**src/rtl/mutex_req_ctrl.sv**
```systemverilog
// mutex_req_ctrl
// Clocked request/grant controller wrapped around a two-input asynchronous
// mutex element. Each channel registers its client request onto the mutex
// R input, synchronises the mutex A output into clk, and runs a 4-phase
// return-to-zero handshake toward its client. Both synchronised grants
// being high together latches a sticky violation flag.
//
// Optional build macro: MUTEX_REQ_CTRL_TIMEOUT_EN
//   defined   : per-channel hold counter; a grant held for HOLD_MAX cycles
//               is force-released and the client must drop its request
//               before it can request again.
//   undefined : no counter, grants are held indefinitely, timeout outputs
//               are tied low.

// ---------------------------------------------------------------------------
// mutex_req_chan: one request/grant channel
//
//   state        | meaning
//   -------------+---------------------------------------------------------
//   ST_IDLE      | R=0 gnt=0, waiting for the client request
//   ST_REQ       | R=1, waiting for the synchronised mutex grant
//   ST_GRANT     | R=1 gnt=1, client owns the resource
//   ST_RELEASE   | R=0 gnt=0, waiting for the synchronised grant to fall
//   ST_WAIT_DROP | R=0 gnt=0, after a forced release, waiting for req=0
// ---------------------------------------------------------------------------
module mutex_req_chan #(
    parameter int SYNC_STAGES = 2
`ifdef MUTEX_REQ_CTRL_TIMEOUT_EN
    ,
    parameter int HOLD_MAX    = 64,
    parameter int CNT_W       = 8
`endif
) (
    input  logic clk,
    input  logic rst,
    input  logic req_i,
    input  logic a_i,
    output logic r_o,
    output logic gnt_o,
    output logic a_sync_o,
    output logic timeout_o
);

    typedef enum logic [2:0] {
        ST_IDLE      = 3'd0,
        ST_REQ       = 3'd1,
        ST_GRANT     = 3'd2,
        ST_RELEASE   = 3'd3,
        ST_WAIT_DROP = 3'd4
    } state_t;

    state_t                 state_q;
    state_t                 state_d;
    logic [SYNC_STAGES-1:0] sync_q;
    logic [SYNC_STAGES-1:0] sync_d;
    logic                   a_sync;
    logic                   hold_expired;
    logic                   tmo_rel;

    // Grant synchroniser: shift the asynchronous mutex grant into clk.
    always_comb begin
        sync_d = {sync_q[SYNC_STAGES-2:0], a_i};
    end

    assign a_sync = sync_q[SYNC_STAGES-1];

`ifdef MUTEX_REQ_CTRL_TIMEOUT_EN
    logic [CNT_W-1:0] cnt_q;
    logic [CNT_W-1:0] cnt_d;
    logic             tmo_rel_q;
    logic             tmo_rel_d;
    logic             timeout_q;
    logic             timeout_d;

    // Hold counter: zero outside GRANT, so the first GRANT cycle sees 0.
    always_comb begin
        cnt_d = '0;
        if (state_q == ST_GRANT) begin
            cnt_d = cnt_q + CNT_W'(1);
        end
    end

    // The HOLD_MAX-th GRANT cycle is the one where the count reads HOLD_MAX-1.
    assign hold_expired = (cnt_q == CNT_W'(HOLD_MAX - 1));

    // Forced release: one-cycle pulse aligned with the first RELEASE cycle;
    // the cause is remembered for the whole RELEASE stay so the exit can
    // route through WAIT_DROP.
    always_comb begin
        timeout_d = (state_q == ST_GRANT) && req_i && hold_expired;
        tmo_rel_d = 1'b0;
        if (timeout_d) begin
            tmo_rel_d = 1'b1;
        end else if (state_q == ST_RELEASE) begin
            tmo_rel_d = tmo_rel_q;
        end
    end

    // Timeout-path registers.
    always_ff @(posedge clk) begin
        if (rst) begin
            cnt_q     <= '0;
            tmo_rel_q <= 1'b0;
            timeout_q <= 1'b0;
        end else begin
            cnt_q     <= cnt_d;
            tmo_rel_q <= tmo_rel_d;
            timeout_q <= timeout_d;
        end
    end

    assign tmo_rel   = tmo_rel_q;
    assign timeout_o = timeout_q;
`else
    assign hold_expired = 1'b0;
    assign tmo_rel      = 1'b0;
    assign timeout_o    = 1'b0;
`endif

    // Next-state logic. A request dropped in REQ is not aborted: the mutex
    // may already have granted, so the channel takes the grant and then
    // releases it rather than leaving a grant orphaned.
    always_comb begin
        state_d = state_q;
        case (state_q)
            ST_IDLE: begin
                if (req_i) begin
                    state_d = ST_REQ;
                end
            end
            ST_REQ: begin
                if (a_sync) begin
                    state_d = ST_GRANT;
                end
            end
            ST_GRANT: begin
                if (!req_i || hold_expired) begin
                    state_d = ST_RELEASE;
                end
            end
            ST_RELEASE: begin
                if (!a_sync) begin
                    state_d = (tmo_rel && req_i) ? ST_WAIT_DROP : ST_IDLE;
                end
            end
            ST_WAIT_DROP: begin
                if (!req_i) begin
                    state_d = ST_IDLE;
                end
            end
            default: begin
                state_d = ST_IDLE;
            end
        endcase
    end

    // State and synchroniser registers.
    always_ff @(posedge clk) begin
        if (rst) begin
            state_q <= ST_IDLE;
            sync_q  <= '0;
        end else begin
            state_q <= state_d;
            sync_q  <= sync_d;
        end
    end

    // Moore outputs decoded from registered state only.
    assign r_o      = (state_q == ST_REQ) || (state_q == ST_GRANT);
    assign gnt_o    = (state_q == ST_GRANT);
    assign a_sync_o = a_sync;

    // Sanity properties on the channel.
    a_gnt_has_r : assert property (@(posedge clk) disable iff (rst)
        gnt_o |-> r_o);
    a_tmo_pulse : assert property (@(posedge clk) disable iff (rst)
        timeout_o |=> !timeout_o);

endmodule

// ---------------------------------------------------------------------------
// mutex_req_ctrl: two independent channels plus the violation flag
// ---------------------------------------------------------------------------
module mutex_req_ctrl #(
    parameter int SYNC_STAGES = 2,
    parameter int HOLD_MAX    = 64,
    parameter int CNT_W       = 8
) (
    input  logic clk,
    input  logic rst,
    input  logic req1_i,
    input  logic req2_i,
    output logic gnt1_o,
    output logic gnt2_o,
    output logic R1,
    output logic R2,
    input  logic A1,
    input  logic A2,
    output logic err_o,
    output logic timeout1_o,
    output logic timeout2_o
);

    // Reject parameter sets the synchroniser or hold counter cannot support.
    if (SYNC_STAGES < 2 || HOLD_MAX < 2 || (2 ** CNT_W) <= HOLD_MAX) begin : g_param_check
        $error("mutex_req_ctrl: illegal SYNC_STAGES/HOLD_MAX/CNT_W combination");
    end

    logic a1_sync;
    logic a2_sync;
    logic err_q;
    logic err_d;

    mutex_req_chan #(
        .SYNC_STAGES (SYNC_STAGES)
`ifdef MUTEX_REQ_CTRL_TIMEOUT_EN
        ,
        .HOLD_MAX    (HOLD_MAX),
        .CNT_W       (CNT_W)
`endif
    ) u_chan1 (
        .clk       (clk),
        .rst       (rst),
        .req_i     (req1_i),
        .a_i       (A1),
        .r_o       (R1),
        .gnt_o     (gnt1_o),
        .a_sync_o  (a1_sync),
        .timeout_o (timeout1_o)
    );

    mutex_req_chan #(
        .SYNC_STAGES (SYNC_STAGES)
`ifdef MUTEX_REQ_CTRL_TIMEOUT_EN
        ,
        .HOLD_MAX    (HOLD_MAX),
        .CNT_W       (CNT_W)
`endif
    ) u_chan2 (
        .clk       (clk),
        .rst       (rst),
        .req_i     (req2_i),
        .a_i       (A2),
        .r_o       (R2),
        .gnt_o     (gnt2_o),
        .a_sync_o  (a2_sync),
        .timeout_o (timeout2_o)
    );

    // Sticky violation: both synchronised grants high in the same cycle.
    always_comb begin
        err_d = err_q | (a1_sync & a2_sync);
    end

    // Violation flag register; only reset clears it.
    always_ff @(posedge clk) begin
        if (rst) begin
            err_q <= 1'b0;
        end else begin
            err_q <= err_d;
        end
    end

    assign err_o = err_q;

endmodule

```
**config.mk**
```make
export PLATFORM = sky130hd
export DESIGN_NAME = mutex_req_ctrl
export DESIGN_NICKNAME = d
export VERILOG_FILES = /design/src/rtl/mutex_req_ctrl.sv
export SDC_FILE = /design/constraint.sdc
export NUM_CORES = 1
export LEC_CHECK = 0
export CAP_MARGIN = 0
export CORE_AREA = 2 2 39 41
export CTS_BUF_LIST = sky130_fd_sc_hd__clkbuf_2 sky130_fd_sc_hd__clkbuf_4 sky130_fd_sc_hd__clkbuf_8
export CTS_CLUSTER_SIZE = 20
export DETAILED_ROUTE_END_ITERATION = 7
export DIE_AREA = 0 0 41 43
export PLACE_DENSITY = 0.65
export SLEW_MARGIN = 10
export SYNTH_ARGS = -nofsm -noshare
export SYNTH_HDL_FRONTEND = slang
export SYNTH_SLANG_ARGS = --single-unit
```
**constraint.sdc**
```tcl
create_clock -name clk -period 1.78 [get_ports clk]
set_clock_uncertainty 0.15 [all_clocks]
set_input_delay 0.534 -clock clk [delete_from_list [all_inputs] [get_ports clk]]
set_output_delay 0.534 -clock clk [all_outputs]
set_load 0.02 [all_outputs]
```
==> results.txt, run 1 <==
Synth Area per Inst: 9.82 sq um
Clock group share of total power: 13.4%
Sequential area share after synthesis: 35.3%
Switching Power: 453 uW
Dominant cell type by area after synthesis: sky130_fd_sc_hd__dfxtp_1
Via count of the first global-routing pass: 405
Unrepaired setup endpoints after global routing: false
Fraction of final layout cells with drive strength greater than 1: 39.5%
CTS tree: built
Worst setup timing slack at the placement stage: -0.185 ns
Final HPWL DP: 755 microns
Distinct cells, synth: 21
First-pass GRT wire length: 1600 microns
Leakage dissipation: 0.355 nW
Detailed Routing Iterations Pass 1: 4
Pin count of the biggest net entering global routing: 7
Sequential fraction of design power: 22.1%
Worst Hold Class: reg -> reg
Total power divided by cell area: 1580 nW/um^2
Area after DPL: 698 sq um
Filler-free cell count of the finished design: 92
Number of synthesized register bits: 9
Number of clock buffers inserted by TritonCTS: 3
Synth Area in Adders: 19.6%
Cell internal pwr: 772 uW
Share of flip-flops with an asynchronous set or reset after synthesis: 0%
CP peak stage delay: 0.34 ns
Maximum net fanout on the critical path: 2
Worst path cell trace: inv_2, ha_4, buf_4
Signed area change from the synthesized netlist to the final layout: 51.5%
Worst Hold Margin: 0.288 ns
Cell types with the largest area share after synthesis: sky130_fd_sc_hd__dfxtp_1 (35%), sky130_fd_sc_hd__ha_1 (20%), sky130_fd_sc_hd__mux2_4 (5.9%)
Number of nets still failing antenna checks after routing: 0
Final Hold Viols: 0
Met1 layer wirelength in the final routing: 405 microns
Clock latency at the later pin of the worst-skew pair: 0.25 ns
Antenna violations before repair: 0
Post-route DRC violation count: 0
Fin. max-slew vios: 0
Max-cap viol count: 0
Max Clock Freq: 579 MHz
Min cycle time layout: 1.73 ns
RD Place Congestion: 0.704
Final setup vio count: 0
Sw Share: 37.0%
Complex-gate fraction of the synthesized area: 7.35%
Highest-delay cell along the critical path: sky130_fd_sc_hd__dfxtp_1
Overall power after layout: 1.23 mW
Simple-gate share of the synthesized area: 19.9%
Post-synthesis instance total: 52
Placeable core region: 1380 sq um
Quantity of I/O buffers inserted on ports: 10
Total routing resource utilization after global routing: 13.8%
Count of routing violations after the opening detailed-route iteration: 2
Root buffer selected by CTS: sky130_fd_sc_hd__clkbuf_4
Die outline width: 41 microns
Clock-pin slew on the worst setup and hold paths: 0.06 ns
Comb power frac: 64.5%
Total negative slack for setup checks: 0 ns
Worst IR Drop VDD: 0.000725 V
Synthesis Warnings: 0
Xor and xnor area share after synthesis: 0%
Post-placement cell count: 87
Maximum root-to-sink buffer count: 2
Flip-flop cell with the highest count after synthesis: sky130_fd_sc_hd__dfxtp_1
Total die area: 1760 sq um
Crit end category: primary output
Post-synthesis mux area share: 9.80%
EDFF count, synth: 0
Initial core utilization: 36.9%
H-tree level count: 1
DR WL/cell: 10.7 microns
Met3 wire length: 32 microns
Number of nets in the layout: 91
Worst-case setup margin in the final layout: 0.0528 ns
Number of standard-cell rows in the floorplan: 14
Result of the run: complete, no violations
Count of filler cells inserted in the layout: 130
Final clock period utilization by the worst path: 97.0%
Kind of critical path: reg -> out
Required time worst endpoint: 1.10 ns
Remaining global-route overflow: 0
Chip height: 43 microns
Number of top-level pins: 13
Main combinational cell family by area after synthesis: simple AND/OR/NAND/NOR gates
Met2 Wirelength: 543 microns
Post-layout util: 55.9%
Final design instance area without fill: 773 sq um
DR top layer: met3
Synthesized cell area: 510 sq um
Data arrival time of the critical path: 1.04 ns
Diode count: 0
Count of clock tree sinks: 9
Wire length after detailed routing: 981 microns
Proportion of netlist area held by the largest area contributor: 35.3%
Sort of element at the start of the critical path: flop
Avg Vias per Cell: 4.68
Total vias in the final route: 431
## worst paths after layout
| path | from | end | slack (ns) | depth (start not counted) |
|---|---|---|---|---|
| worst max-delay path | u_chan2.state_q[1] | R2 | 0.05 | 3 |
| worst min-delay path | u_chan1.sync_q[0] | u_chan1.sync_q[1] | 0.29 | 1 |
| worst max register to register | u_chan2.state_q[1] | u_chan2.state_q[1] | 0.17 | 6 |
| worst min register to register | u_chan1.sync_q[0] | u_chan1.sync_q[1] | 0.29 | 1 |
## placed cells by master, fill, tap and decap left out, drive strengths merged, types with 3 or more instances in the layout
cell type	count
clkdlybuf4s50	5
nor3	4
dfxtp	9
nor2b	4
clkbuf	4
ha	8
inv	5
buf	16
nand2b	3
## Yosys cell counts, types with 2 or more instances
cell                       count
sky130_fd_sc_hd__inv_1         5
sky130_fd_sc_hd__nand2b_1      3
sky130_fd_sc_hd__nor2b_1       4
sky130_fd_sc_hd__nand2_1       2
sky130_fd_sc_hd__mux2_4        2
sky130_fd_sc_hd__nor3_1        4
sky130_fd_sc_hd__buf_4         2
sky130_fd_sc_hd__mux2i_1       2
sky130_fd_sc_hd__ha_1          8
sky130_fd_sc_hd__dfxtp_1       9
## final cells by class
type                    instances  area, sq um  area share, %
repair buffers                 22          184           23.8
well taps                      16         20.0           2.59
clock buffers                   4         30.0           3.88
flip-flops and latches          9          181           23.5
inverters                       5         18.8           2.43
multi-input cells              36          339           43.9
## timing repair
item	CTS	global route
gates resized for setup	23	7
setup buffers	1	0
hold buffers	0	0
setup endpoints to repair	5	2
pin swaps	1	0
## metal layers
metal  vias up  GRT usage (%)
met5         -              0
met2        11           22.2
met3         0           1.57
met1       203           15.6
li1        217              -
met4         0           10.0
## registers in the layout (all words and copies together) (netlist names)
register         cells
u_chan2.state_q      2
u_chan2.sync_q       2
u_chan1.sync_q       2
err_o                1
u_chan1.state_q      2
## power by group through the flow
| stage | clock, mW | combinational, mW | sequential [mW] |
|---|---|---|---|
| 6_report | 0.164 | 0.790 | 0.271 |
| 2_1_floorplan | 0 | 0.381 | 0.281 |
| 3_5_place_dp | 0 | 0.686 | 0.269 |
| 4_1_cts | 0.174 | 0.726 | 0.265 |
| 5_1_grt | 0.180 | 0.860 | 0.275 |
| 3_3_place_gp | 0 | 0.663 | 0.269 |
## cell families (layout without fill, tap and decap cells)
logic type	after synthesis	count (layout)
and+or+nand+nor	17	17
adders and majority gates	8	8
muxes	4	4
AOI/OAI and AO/OA	5	5
other	1	2
buffers and inverters	8	31
DFF	9	9
## critical path: cells and delay by family, from the launching register on
family,cells,cell delay (ns)
DFF,1,0.34
adders and majority gates,1,0.26
buffers and inverters,2,0.19
Power figures use the tool's default switching activity.
==> inputs of run 2 (changes only) <==
--- a/config.mk
+++ b/config.mk
@@ -11,6 +11,7 @@
 export CTS_CLUSTER_SIZE = 20
 export DETAILED_ROUTE_END_ITERATION = 7
 export DIE_AREA = 0 0 41 43
+export GPL_ROUTABILITY_DRIVEN = 0
 export PLACE_DENSITY = 0.65
 export SLEW_MARGIN = 10
 export SYNTH_ARGS = -nofsm -noshare
==> results of run 2 <==
Final layout, timing and power as in run 1 (identical DEF).
==> inputs of run 3 (changes only) <==
--- a/config.mk
+++ b/config.mk
@@ -5,6 +5,7 @@
 export SDC_FILE = /design/constraint.sdc
 export NUM_CORES = 1
 export LEC_CHECK = 0
+export ABC_AREA = 1
 export CAP_MARGIN = 0
 export CORE_AREA = 2 2 39 41
 export CTS_BUF_LIST = sky130_fd_sc_hd__clkbuf_2 sky130_fd_sc_hd__clkbuf_4 sky130_fd_sc_hd__clkbuf_8
@@ -12,7 +13,7 @@
 export DETAILED_ROUTE_END_ITERATION = 7
 export DIE_AREA = 0 0 41 43
 export GPL_ROUTABILITY_DRIVEN = 0
-export PLACE_DENSITY = 0.65
+export PLACE_DENSITY = 0.69
 export SLEW_MARGIN = 10
 export SYNTH_ARGS = -nofsm -noshare
 export SYNTH_HDL_FRONTEND = slang
==> run 3 against run 2 <==
  * Fmax shrank 0.46%
  * Largest cell class unchanged
  * Sequential power grew 2%
  * Via count increased by 16%
  * First-iteration DRC count grew to 2.5 times the previous value
  * Largest power group unchanged
  * Critical path type unchanged
  * Combinational power is 2% lower
  * Global-route usage rose by 0.34 points
  * Clock power about the same
  * Utilization up 1.6 points
==> results.txt, run 3 <==
Antenna violations before repair: 0
Maximum net fanout on the critical path: 2
Dominant cell type by area after synthesis: sky130_fd_sc_hd__dfxtp_1
Via count of the first global-routing pass: 444
Result of the run: complete, no violations
Count of routing violations after the opening detailed-route iteration: 5
Commonest non-fill, non-tap cells in the layout: sky130_fd_sc_hd__inv_1 (20), sky130_fd_sc_hd__nand2_1 (20), sky130_fd_sc_hd__nor2_1 (11), sky130_fd_sc_hd__buf_4 (10), sky130_fd_sc_hd__dfxtp_1 (7)
Clock-pin slew on the worst setup and hold paths: 0.06 ns
Root buffer selected by CTS: sky130_fd_sc_hd__clkbuf_4
Number of top-level pins: 13
Maximum root-to-sink buffer count: 2
Fraction of final layout cells with drive strength greater than 1: 26.4%
Worst reg2reg path depth: 9
Synthesis Warnings: 0
Worst Hold Class: reg -> reg
Sw Share: 40.6%
Launching element of the worst setup path: u_chan1.state_q[1]
Quantity of I/O buffers inserted on ports: 10
Detailed Routing Iterations Pass 1: 3
Final setup vio count: 0
Sort of element at the start of the critical path: flop
Crit end category: primary output
Kind of critical path: reg -> out
First-pass GRT wire length: 1660 microns
Wire length after detailed routing: 995 microns
Clock latency at the later pin of the worst-skew pair: 0.25 ns
Remaining global-route overflow: 0
Cell internal pwr: 723 uW
Worst IR Drop VDD: 0.000733 V
# Post-CTS Setup Buffers: 0
Chip height: 43 microns
Total die area: 1760 sq um
DR WL/cell: 8.16 microns
Diode count: 0
Clock group share of total power: 13.6%
Number of nets still failing antenna checks after routing: 0
Signed area change from the synthesized netlist to the final layout: 43.2%
Register-to-register path setup slack: 0.42 ns
Leakage dissipation: 0.433 nW
Fin. max-slew vios: 0
Cell types with the largest area share after synthesis: sky130_fd_sc_hd__dfxtp_1 (32%), sky130_fd_sc_hd__ha_1 (18%), sky130_fd_sc_hd__inv_1 (15%)
Data arrival time of the critical path: 1.05 ns
Overall power after layout: 1.22 mW
Filler-free cell count of the finished design: 122
Distinct cells, synth: 13
Max-cap viol count: 0
RR Endpoint: u_chan2.state_q[0]
EDFF count, synth: 0
Final clock period utilization by the worst path: 97.5%
Placeable core region: 1380 sq um
Post-placement cell count: 118
Post-route DRC violation count: 0
Cell with the most instances after synthesis: sky130_fd_sc_hd__inv_1
Pin count of the biggest net entering global routing: 6
Crit path to: R1
Most instantiated cells after synthesis: sky130_fd_sc_hd__inv_1 (22), sky130_fd_sc_hd__nand2_1 (20), sky130_fd_sc_hd__nor2_1 (11)
Number of nets in the layout: 121
Required time worst endpoint: 1.10 ns
H-tree level count: 1
Synth Area per Inst: 6.61 sq um
Origin of the critical flop-to-flop path: u_chan2.state_q[1]
Post-layout util: 57.5%
Sequential area share after synthesis: 32.4%
Switching Power: 494 uW
Number of standard-cell rows in the floorplan: 14
Post-synthesis instance total: 84
Hold Crit Start: u_chan2.sync_q[0]
Avg Vias per Cell: 4.08
Total routing resource utilization after global routing: 14.1%
Number of synthesized register bits: 9
Min cycle time layout: 1.74 ns
Flip-flop cell with the highest count after synthesis: sky130_fd_sc_hd__dfxtp_1
Synthesized cell area: 556 sq um
CTS tree: built
Die outline width: 41 microns
Count of clock tree sinks: 9
Final HPWL DP: 808 microns
Total power divided by cell area: 1530 nW/um^2
Initial core utilization: 40.1%
Sequential fraction of design power: 22.8%
Max Clock Freq: 576 MHz
Final Hold Viols: 0
Share of flip-flops with an asynchronous set or reset after synthesis: 0%
Proportion of netlist area held by the largest area contributor: 32.4%
Total negative slack for setup checks: 0 ns
Number of clock buffers inserted by TritonCTS: 3
Unrepaired setup endpoints after global routing: true
Total vias in the final route: 498
Comb power frac: 63.6%
==> run 3: cell types whose count changed in the layout (fill, tap and decap cells not counted), sizes merged, moves of 3 or more <==
cell | before | now
nand2 | 2 | 22
inv | 5 | 23
nor2 | 1 | 12
nor2b | 4 | 0
nor3 | 4 | 0
buf | 16 | 13
nand2b | 3 | 0
nand3 | 0 | 3
==> run 3: layer usage <==
layer / vias up / track usage [%] / share of wire, %
met5: - / 0 / 0
met4: 0 / 12.0 / 1.2
met3: 2 / 2.09 / 2.8
met2: 7 / 21.3 / 49
met1: 209 / 16.4 / 46
li1: 280 / - / -
==> run 3: metrics by stage <==
step / setup WS, ns / hold slack, ns / instance area [sq um]
6_report: 0.0447 / 0.258 / 796
5_1_grt: -0.00337 / 0.260 / 796
4_1_cts: -0.0249 / 0.256 / 758
3_5_place_dp: -0.181 / 0.246 / 732
3_3_place_gp: -0.143 / 0.242 / 732
2_1_floorplan: 0.300 / 0.238 / 559
==> run 3: worst min path at each step <==
stage                              to  slack [ns]  cells past startpoint
floorplan           u_chan1.sync_q[1]        0.24                      2
global placement    u_chan1.sync_q[1]        0.24                      2
detailed placement  u_chan1.sync_q[1]        0.25                      2
CTS                 u_chan1.sync_q[1]        0.26                      2
global route        u_chan1.sync_q[1]        0.26                      2
finish              u_chan2.sync_q[1]        0.26                      2
==> run 3: power by group through the flow <==
stage | Sequential [mW] | Clock, mW | Combinational, mW
2_1_floorplan | 0.286 | 0 | 0.412
3_3_place_gp | 0.269 | 0 | 0.688
3_5_place_dp | 0.273 | 0 | 0.711
4_1_cts | 0.273 | 0.172 | 0.705
5_1_grt | 0.283 | 0.178 | 0.872
6_report | 0.277 | 0.165 | 0.774
==> run 3: logic make-up after synthesis <==
logic type / after synthesis / synth area share, %
AOI/OAI and AO/OA: 4 / 3.60
adders and majority gates: 8 / 18.0
buffers and inverters: 25 / 18.2
DFF: 9 / 32.4
other: 1 / 0.675
and+or+nand+nor: 37 / 27.0
==> run 3: worst max-delay path: stages, from the launching register on <==
cell                      delay, ns
sky130_fd_sc_hd__dfxtp_1       0.32
sky130_fd_sc_hd__inv_1         0.08
sky130_fd_sc_hd__ha_4          0.27
sky130_fd_sc_hd__buf_4         0.13
==> run 3: repair_timing <==
action,CTS,global route
hold buffers,0,0
cloned,0,0
setup endpoints to repair,5,3
gates resized for setup,24,6
==> run 3: area by class of cell <==
type	instances	area (sq um)
fill	138	588
multi-input combinational	51	315
sequential	9	183
timing repair buffer	19	161
inverter	23	86.3
clock buffer	4	30.0
tap	16	20.0
